<file path="src/rtl/adder_pkg.sv">
// Shared definitions for the segmented pipelined add/subtract unit.
package adder_pkg;

  localparam int DEF_WIDTH = 16;
  localparam int DEF_SEG_W = 4;

  function automatic int nseg(input int width, input int seg_w);
    return width / seg_w;
  endfunction

  // Per-stage payload at the default widths; the top declares the same shape at its own WIDTH.
  typedef struct packed {
    logic [DEF_WIDTH-1:0] sum;
    logic                 carry;
    logic                 msb_cin;
    logic [DEF_WIDTH-1:0] a;
    logic [DEF_WIDTH-1:0] b;
  } seg_payload_t;

endpackage

</file>
<file path="src/rtl/adder_seg_stage.sv">
// One pipeline stage: resolves segment IDX of the sum and registers the payload.
module adder_seg_stage
  import adder_pkg::*;
#(
  parameter int  WIDTH = DEF_WIDTH,
  parameter int  SEG_W = DEF_SEG_W,
  parameter int  IDX   = 0,
  parameter type PL_T  = seg_payload_t
) (
  input  logic clk,
  input  logic rst_n,
  input  logic adv_i,
  input  logic valid_i,
  input  PL_T  pl_i,
  output logic valid_o,
  output PL_T  pl_o
);

  logic             valid_q, valid_d;
  PL_T              pl_q, pl_d;
  logic [SEG_W-1:0] a_seg, b_seg, s_seg;
  logic             c_seg;

  always_comb begin
    a_seg          = pl_i.a[IDX*SEG_W +: SEG_W];
    b_seg          = pl_i.b[IDX*SEG_W +: SEG_W];
    {c_seg, s_seg} = {1'b0, a_seg} + {1'b0, b_seg} + (SEG_W+1)'(pl_i.carry);
    valid_d        = valid_q;
    pl_d           = pl_q;
    if (adv_i) begin
      valid_d                         = valid_i;
      pl_d                            = pl_i;
      pl_d.sum[IDX*SEG_W +: SEG_W]    = s_seg;
      pl_d.carry                      = c_seg;
      // Carry into the segment MSB recovered from its sum bit; only the top stage's copy is used.
      pl_d.msb_cin = a_seg[SEG_W-1] ^ b_seg[SEG_W-1] ^ s_seg[SEG_W-1];
    end
  end

  always_ff @(posedge clk) begin
    if (!rst_n) begin
      valid_q <= 1'b0;
      pl_q    <= '0;
    end else begin
      valid_q <= valid_d;
      pl_q    <= pl_d;
    end
  end

  assign valid_o = valid_q;
  assign pl_o    = pl_q;

endmodule

</file>
<file path="src/rtl/pipelined_adder.sv">
// WIDTH-bit add/subtract with one SEG_W-bit segment resolved per stage and valid/ready flow control.
module pipelined_adder
  import adder_pkg::*;
#(
  parameter int WIDTH = DEF_WIDTH,
  parameter int SEG_W = DEF_SEG_W
) (
  input  logic             clk,
  input  logic             rst_n,
  input  logic             in_valid,
  output logic             in_ready,
  input  logic [WIDTH-1:0] a,
  input  logic [WIDTH-1:0] b,
  input  logic             cin,
  input  logic             sub,
  output logic             out_valid,
  input  logic             out_ready,
  output logic [WIDTH-1:0] s,
  output logic             cout,
  output logic             ovf
);

  localparam int NSEG = nseg(WIDTH, SEG_W);

  if (SEG_W < 1 || WIDTH < SEG_W || (WIDTH % SEG_W) != 0) begin : g_bad_cfg
    $error("pipelined_adder: WIDTH must be a positive multiple of SEG_W");
  end

  typedef struct packed {
    logic [WIDTH-1:0] sum;
    logic             carry;
    logic             msb_cin;
    logic [WIDTH-1:0] a;
    logic [WIDTH-1:0] b;
  } pl_t;

  pl_t             pl_in;
  pl_t             pl_out [NSEG];
  logic [NSEG-1:0] valid;
  logic [NSEG-1:0] adv;

  // Subtract folds into an add: invert b and flip the carry once at entry.
  always_comb begin
    pl_in         = '0;
    pl_in.a       = a;
    pl_in.b       = b ^ {WIDTH{sub}};
    pl_in.carry   = cin ^ sub;
  end

  for (genvar k = 0; k < NSEG; k++) begin : g_stage
    // A stage may advance unless it and every stage below it hold a beat that cannot leave.
    assign adv[k] = out_ready | ~(&valid[NSEG-1:k]);

    if (k == 0) begin : g_first
      adder_seg_stage #(.WIDTH(WIDTH), .SEG_W(SEG_W), .IDX(k), .PL_T(pl_t)) u_stage (
        .clk     (clk),
        .rst_n   (rst_n),
        .adv_i   (adv[k]),
        .valid_i (in_valid),
        .pl_i    (pl_in),
        .valid_o (valid[k]),
        .pl_o    (pl_out[k])
      );
    end else begin : g_rest
      adder_seg_stage #(.WIDTH(WIDTH), .SEG_W(SEG_W), .IDX(k), .PL_T(pl_t)) u_stage (
        .clk     (clk),
        .rst_n   (rst_n),
        .adv_i   (adv[k]),
        .valid_i (valid[k-1]),
        .pl_i    (pl_out[k-1]),
        .valid_o (valid[k]),
        .pl_o    (pl_out[k])
      );
    end
  end

  assign in_ready  = adv[0] & rst_n;
  assign out_valid = valid[NSEG-1];
  assign s         = pl_out[NSEG-1].sum;
  assign cout      = pl_out[NSEG-1].carry;
  assign ovf       = pl_out[NSEG-1].carry ^ pl_out[NSEG-1].msb_cin;

  logic unused_ok;
  assign unused_ok = ^{pl_out[NSEG-1].a, pl_out[NSEG-1].b};

endmodule

</file>
<file path="config.mk">
export PLATFORM = sky130hd
export DESIGN_NAME = pipelined_adder
export DESIGN_NICKNAME = d
export VERILOG_FILES = /design/src/rtl/adder_pkg.sv /design/src/rtl/adder_seg_stage.sv /design/src/rtl/pipelined_adder.sv
export SDC_FILE = /design/constraint.sdc
export NUM_CORES = 1
export LEC_CHECK = 0
export ABC_AREA = 0
export BUFFER_PORTS_ARGS = -buffer_cell sky130_fd_sc_hd__buf_2
export CORE_MARGIN = 1.5
export CORE_UTILIZATION = 32
export CTS_CLUSTER_SIZE = 14
export DETAILED_ROUTE_END_ITERATION = 10
export SYNTH_ARGS = -nofsm -noshare
export SYNTH_HDL_FRONTEND = slang
export SYNTH_SLANG_ARGS = --single-unit
</file>
<file path="constraint.sdc">
create_clock -name clk -period 5.68 [get_ports clk]
set_input_delay 0.568 -clock clk [delete_from_list [all_inputs] [get_ports clk]]
set_output_delay 0.568 -clock clk [all_outputs]
set_load 0.05 [all_outputs]
</file>
==> impl_metrics.csv <==
group,metric,value,unit
sta,maxSlewHeadroom,0.436,
clock_tree,hold_buffers,0,
yosys,yosys-top-cells-area,"dfxtp_1 45%, nand2_1 13%, a21boi_0 12%, o211a_1 3.9%, fa_1 3.7%",
detailed_routing,vias_per_cell,4.52,
yosys,synth_top_family_by_area,"compound AO/OA/AOI/OAI gates",
global_route,grt_overflow,0,
clock_tree,clkTransAtPathRegs,0.06,ns
pwr,cellPowerDensity,311,nW/um^2
finish,fillers,1390,
critical_path,cp-start-kind,"flop",
sta,finalCritPeriodShare,0.429,
sta,totalNegativeSetupSlack,0,ns
clock_tree,cts_setup_buffers,0,
sta,tightest_slew,0.844,ns
yosys,synth_xor_area_frac,0.0422,
critical_path,crit_slowest_cell,"nand2_1",
sta,skew,0.00593,ns
yosys,syn_area,4350,sq um
yosys,synth_area_per_cell,8.90,sq um
critical_path,rr_endpoint,"g_stage[1].g_rest.u_stage.pl_o[33]",
clock_tree,cts_num_sinks,97,
critical_path,worstPathMaxFanout,27,
finish,layout.nets,569,
sta,hold_slack,0.453,ns
sta,hold_violations,0,
pwr,p_seq_frac,0.491,
yosys,ys_warn_count,0,
pwr,power_frac_clock,0.407,
pwr,fin_total_pwr,0.00153,W
die,die_h,120,um
place,numPortBuffers,57,
critical_path,r2r_cells,4,
sta,slew_violations,0,
detailed_routing,via_count,3128,
die,fp-row-count,42,
critical_path,r2r_start,"g_stage[3].g_rest.u_stage.valid_o",
die,die_area,14300,sq um
detailed_routing,routed_wl,8330,um
detailed_routing,dr_wl_met3,311,um
sta,fmax,411,MHz
global_route,grt_max_degree,56,
detailed_routing,drt-initial-drc-count,203,
pwr,p_leak,2.16,nW
yosys,ys_ff_latch,97,
min_path,whs_path_depth,2,
finish,final_util,0.371,
place,dp.cells,676,
clock_tree,htree_levels,3,
die,fp.coreArea,13200,sq um
pwr,p_int,0.00118,W
critical_path,max_stage_delay,0.71,ns
pwr,peakVddDrop,0.169,mV
clock_tree,cts_resized,0,
flow_run,cap_viol_max_count,0,
critical_path,crit_path_end_kind,"flop",
pwr,p_comb_frac,0.102,
detailed_routing,ant_nets,0,
critical_path,critPathTopFamily,"simple AND/OR/NAND/NOR gates",
yosys,yosys-mux-area-fraction,0,
finish,area_growth,13.0,%
detailed_routing,wirelength_met1,4400,um
clock_tree,cts_root_buf,"clkbuf_16",
finish,n_antenna_cell,0,
min_path,min-delay-start,"in_valid",
global_route,grt_pass1_wl,14400,um
detailed_routing,post_drt_wl_per_cell,12.0,um
detailed_routing,dr.pass1.iters,6,
pwr,p_switching,0.000350,W
clock_tree,cts-buffers-inserted,9,
critical_path,path_class,"flop to flop",
critical_path,rrSetupSlack,3.24,ns
die,io_pins,58,
die,die_w,120,um
place,place_congestion,0.716,
global_route,antenna_found_initial,0,
yosys,syn_nets,547,
clock_tree,clock_latency,0.33,ns
detailed_routing,remaining_drc_errors,0,
yosys,synth_top_area_share,0.446,
sta,post-route-min-period,2.44,ns
global_route,grt_use_total,0.123,
clock_tree,cts_buffer_depth,2,
finish,fin_cells,692,
detailed_routing,top_layer_used,"met4",
critical_path,crit_buf_inv,0,
yosys,synth_compound_area_frac,0.200,
yosys,netlist_instances,489,
place,dp_hpwl,5870,um
yosys,seq_area_frac_synth,0.446,
die,initial_core_util,0.329,
yosys,yosys.area_share.adder,0.0713,
global_route,first_global_vias,3050,
min_path,hold_end,"g_stage[0].g_first.u_stage.valid_o",
clock_tree,cts_tree,"yes",
yosys,synth_largest_area_cell,"dfxtp_1",
critical_path,worstPathCellList,"and3b_1 -> nand2_1 -> o21ai_0 -> a21oi_1",
sta,setup_viol,0,
run_status,status,"finished clean",
pwr,netSwitchingFraction,0.229,
detailed_routing,wl_met2,3510,um
finish,drive_above_1_share,0.151,
critical_path,crit_arrival,2.62,ns
min_path,hp-class,"input pin to flop",
yosys,synth_simple_gate_area_share,0.171,
critical_path,crit_required,5.86,ns
sta,rsz0062_at_grt,"no",
yosys,yosysUniqueCellTypes,37,
[worst reg2reg max path: cells and delay by family, from the launching register on]
kind | cells | cell delay [ns]
AOI/OAI and AO/OA | 2 | 0.48
DFF | 1 | 0.40
and+or+nand+nor | 2 | 1.40
[synth_stat cells, drive strengths merged]
cell and number:
o211ai 1, and2b 1, fa 8, or4b 2, o21ai 7, a21o 5
nand3 3, o221ai 1, dfxtp 97, nand2 156, o21a 4, o31a 1
nor2b 3, xor2 6, nand4 3, ha 12, and4b 1, nand2b 1
and3b 1, o21ba 1, clkbuf 19, a21boi 68, a211oi 1, inv 7
nor3b 1, xnor2 15, nor2 4, nand3b 2, buf 30, a21oi 9
o211a 17, and2 2
[flip-flops by register name (all words and copies together), names as in the netlist]
name	flops
g_stage.g_rest.u_stage.pl_o	64
g_stage.g_first.u_stage.pl_o	29
g_stage.g_rest.u_stage.valid_o	3
g_stage.g_first.u_stage.valid_o	1
[power groups by stage]
stage	Combinational, W	Sequential [W]	Clock (W)
global placement	0.000155	0.000765	0
CTS	0.000159	0.000750	0.000640
detailed placement	0.000157	0.000765	0
finish	0.000156	0.000750	0.000622
floorplan	0.000124	0.000757	0
global route	0.000178	0.000755	0.000666
[worst max-delay path by stage]
stage | start | to | slack (ns) | cells after the start
finish | g_stage[3].g_rest.u_stage.valid_o | g_stage[1].g_rest.u_stage.pl_o[33] | 3.24 | 4
global route | g_stage[3].g_rest.u_stage.valid_o | g_stage[1].g_rest.u_stage.pl_o[33] | 2.92 | 4
CTS | g_stage[3].g_rest.u_stage.valid_o | g_stage[1].g_rest.u_stage.pl_o[33] | 3.21 | 4
detailed placement | out_ready | g_stage[1].g_rest.u_stage.pl_o[33] | 2.92 | 5
global placement | out_ready | g_stage[1].g_rest.u_stage.pl_o[33] | 3.00 | 5
floorplan | sub | g_stage[0].g_first.u_stage.pl_o[33] | 3.20 | 8
[stage by stage]
stage / setup slack, ns / area [sq um]
detailed placement: 2.92 / 4610
floorplan: 3.20 / 4350
global route: 2.92 / 4920
finish: 3.24 / 4920
global placement: 3.00 / 4610
CTS: 3.21 / 4920
[metal layers]
metal	vias to the layer above	GRT usage
met5	-	0
met4	0	0.0357
met3	8	0.0247
met2	63	0.195
met1	1415	0.171
li1	1642	-
[cell families (layout without fill, tap and decap cells)]
group                      Yosys count  in the layout
xor gates and xnor gates            21             21
buffers and inverters               56             83
AOI/OAI and AO/OA                  115            115
DFF                                 97             97
and+or+nand+nor                    180            180
adders and majority gates           20             20
[area by class of cell]
type	instances	area (sq um)	area share
timing repair buffer	60	308	0.0626
clock inverter	6	82.6	0.0168
tap	176	220	0.0448
sequential	97	1940	0.395
clock buffer	10	229	0.0466
inverter	7	26.3	0.00534
multi-input combinational	336	2110	0.429
[cell usage in the layout, fill, tap and decap left out, types with 2 or more instances in the layout]
master | Yosys | routed
nand3_1 | 3 | 3
o211a_1 | 17 | 17
o21ai_0 | 7 | 7
nor2b_1 | 2 | 2
clkbuf_16 | 0 | 9
nor2_1 | 4 | 4
a21oi_1 | 9 | 9
or4b_1 | 2 | 2
clkinv_2 | 0 | 3
buf_2 | 10 | 57
nand3b_1 | 2 | 2
o21a_1 | 4 | 4
xnor2_1 | 15 | 15
nand2_1 | 156 | 156
inv_1 | 7 | 7
fa_1 | 8 | 8
nand4_1 | 3 | 3
a21boi_0 | 68 | 68
ha_1 | 12 | 12
a21o_1 | 5 | 5
xor2_1 | 6 | 6
bufinv_16 | 0 | 2
dfxtp_1 | 97 | 97
buf_4 | 17 | 3
No activity file was read; power rests on OpenSTA's default activity.
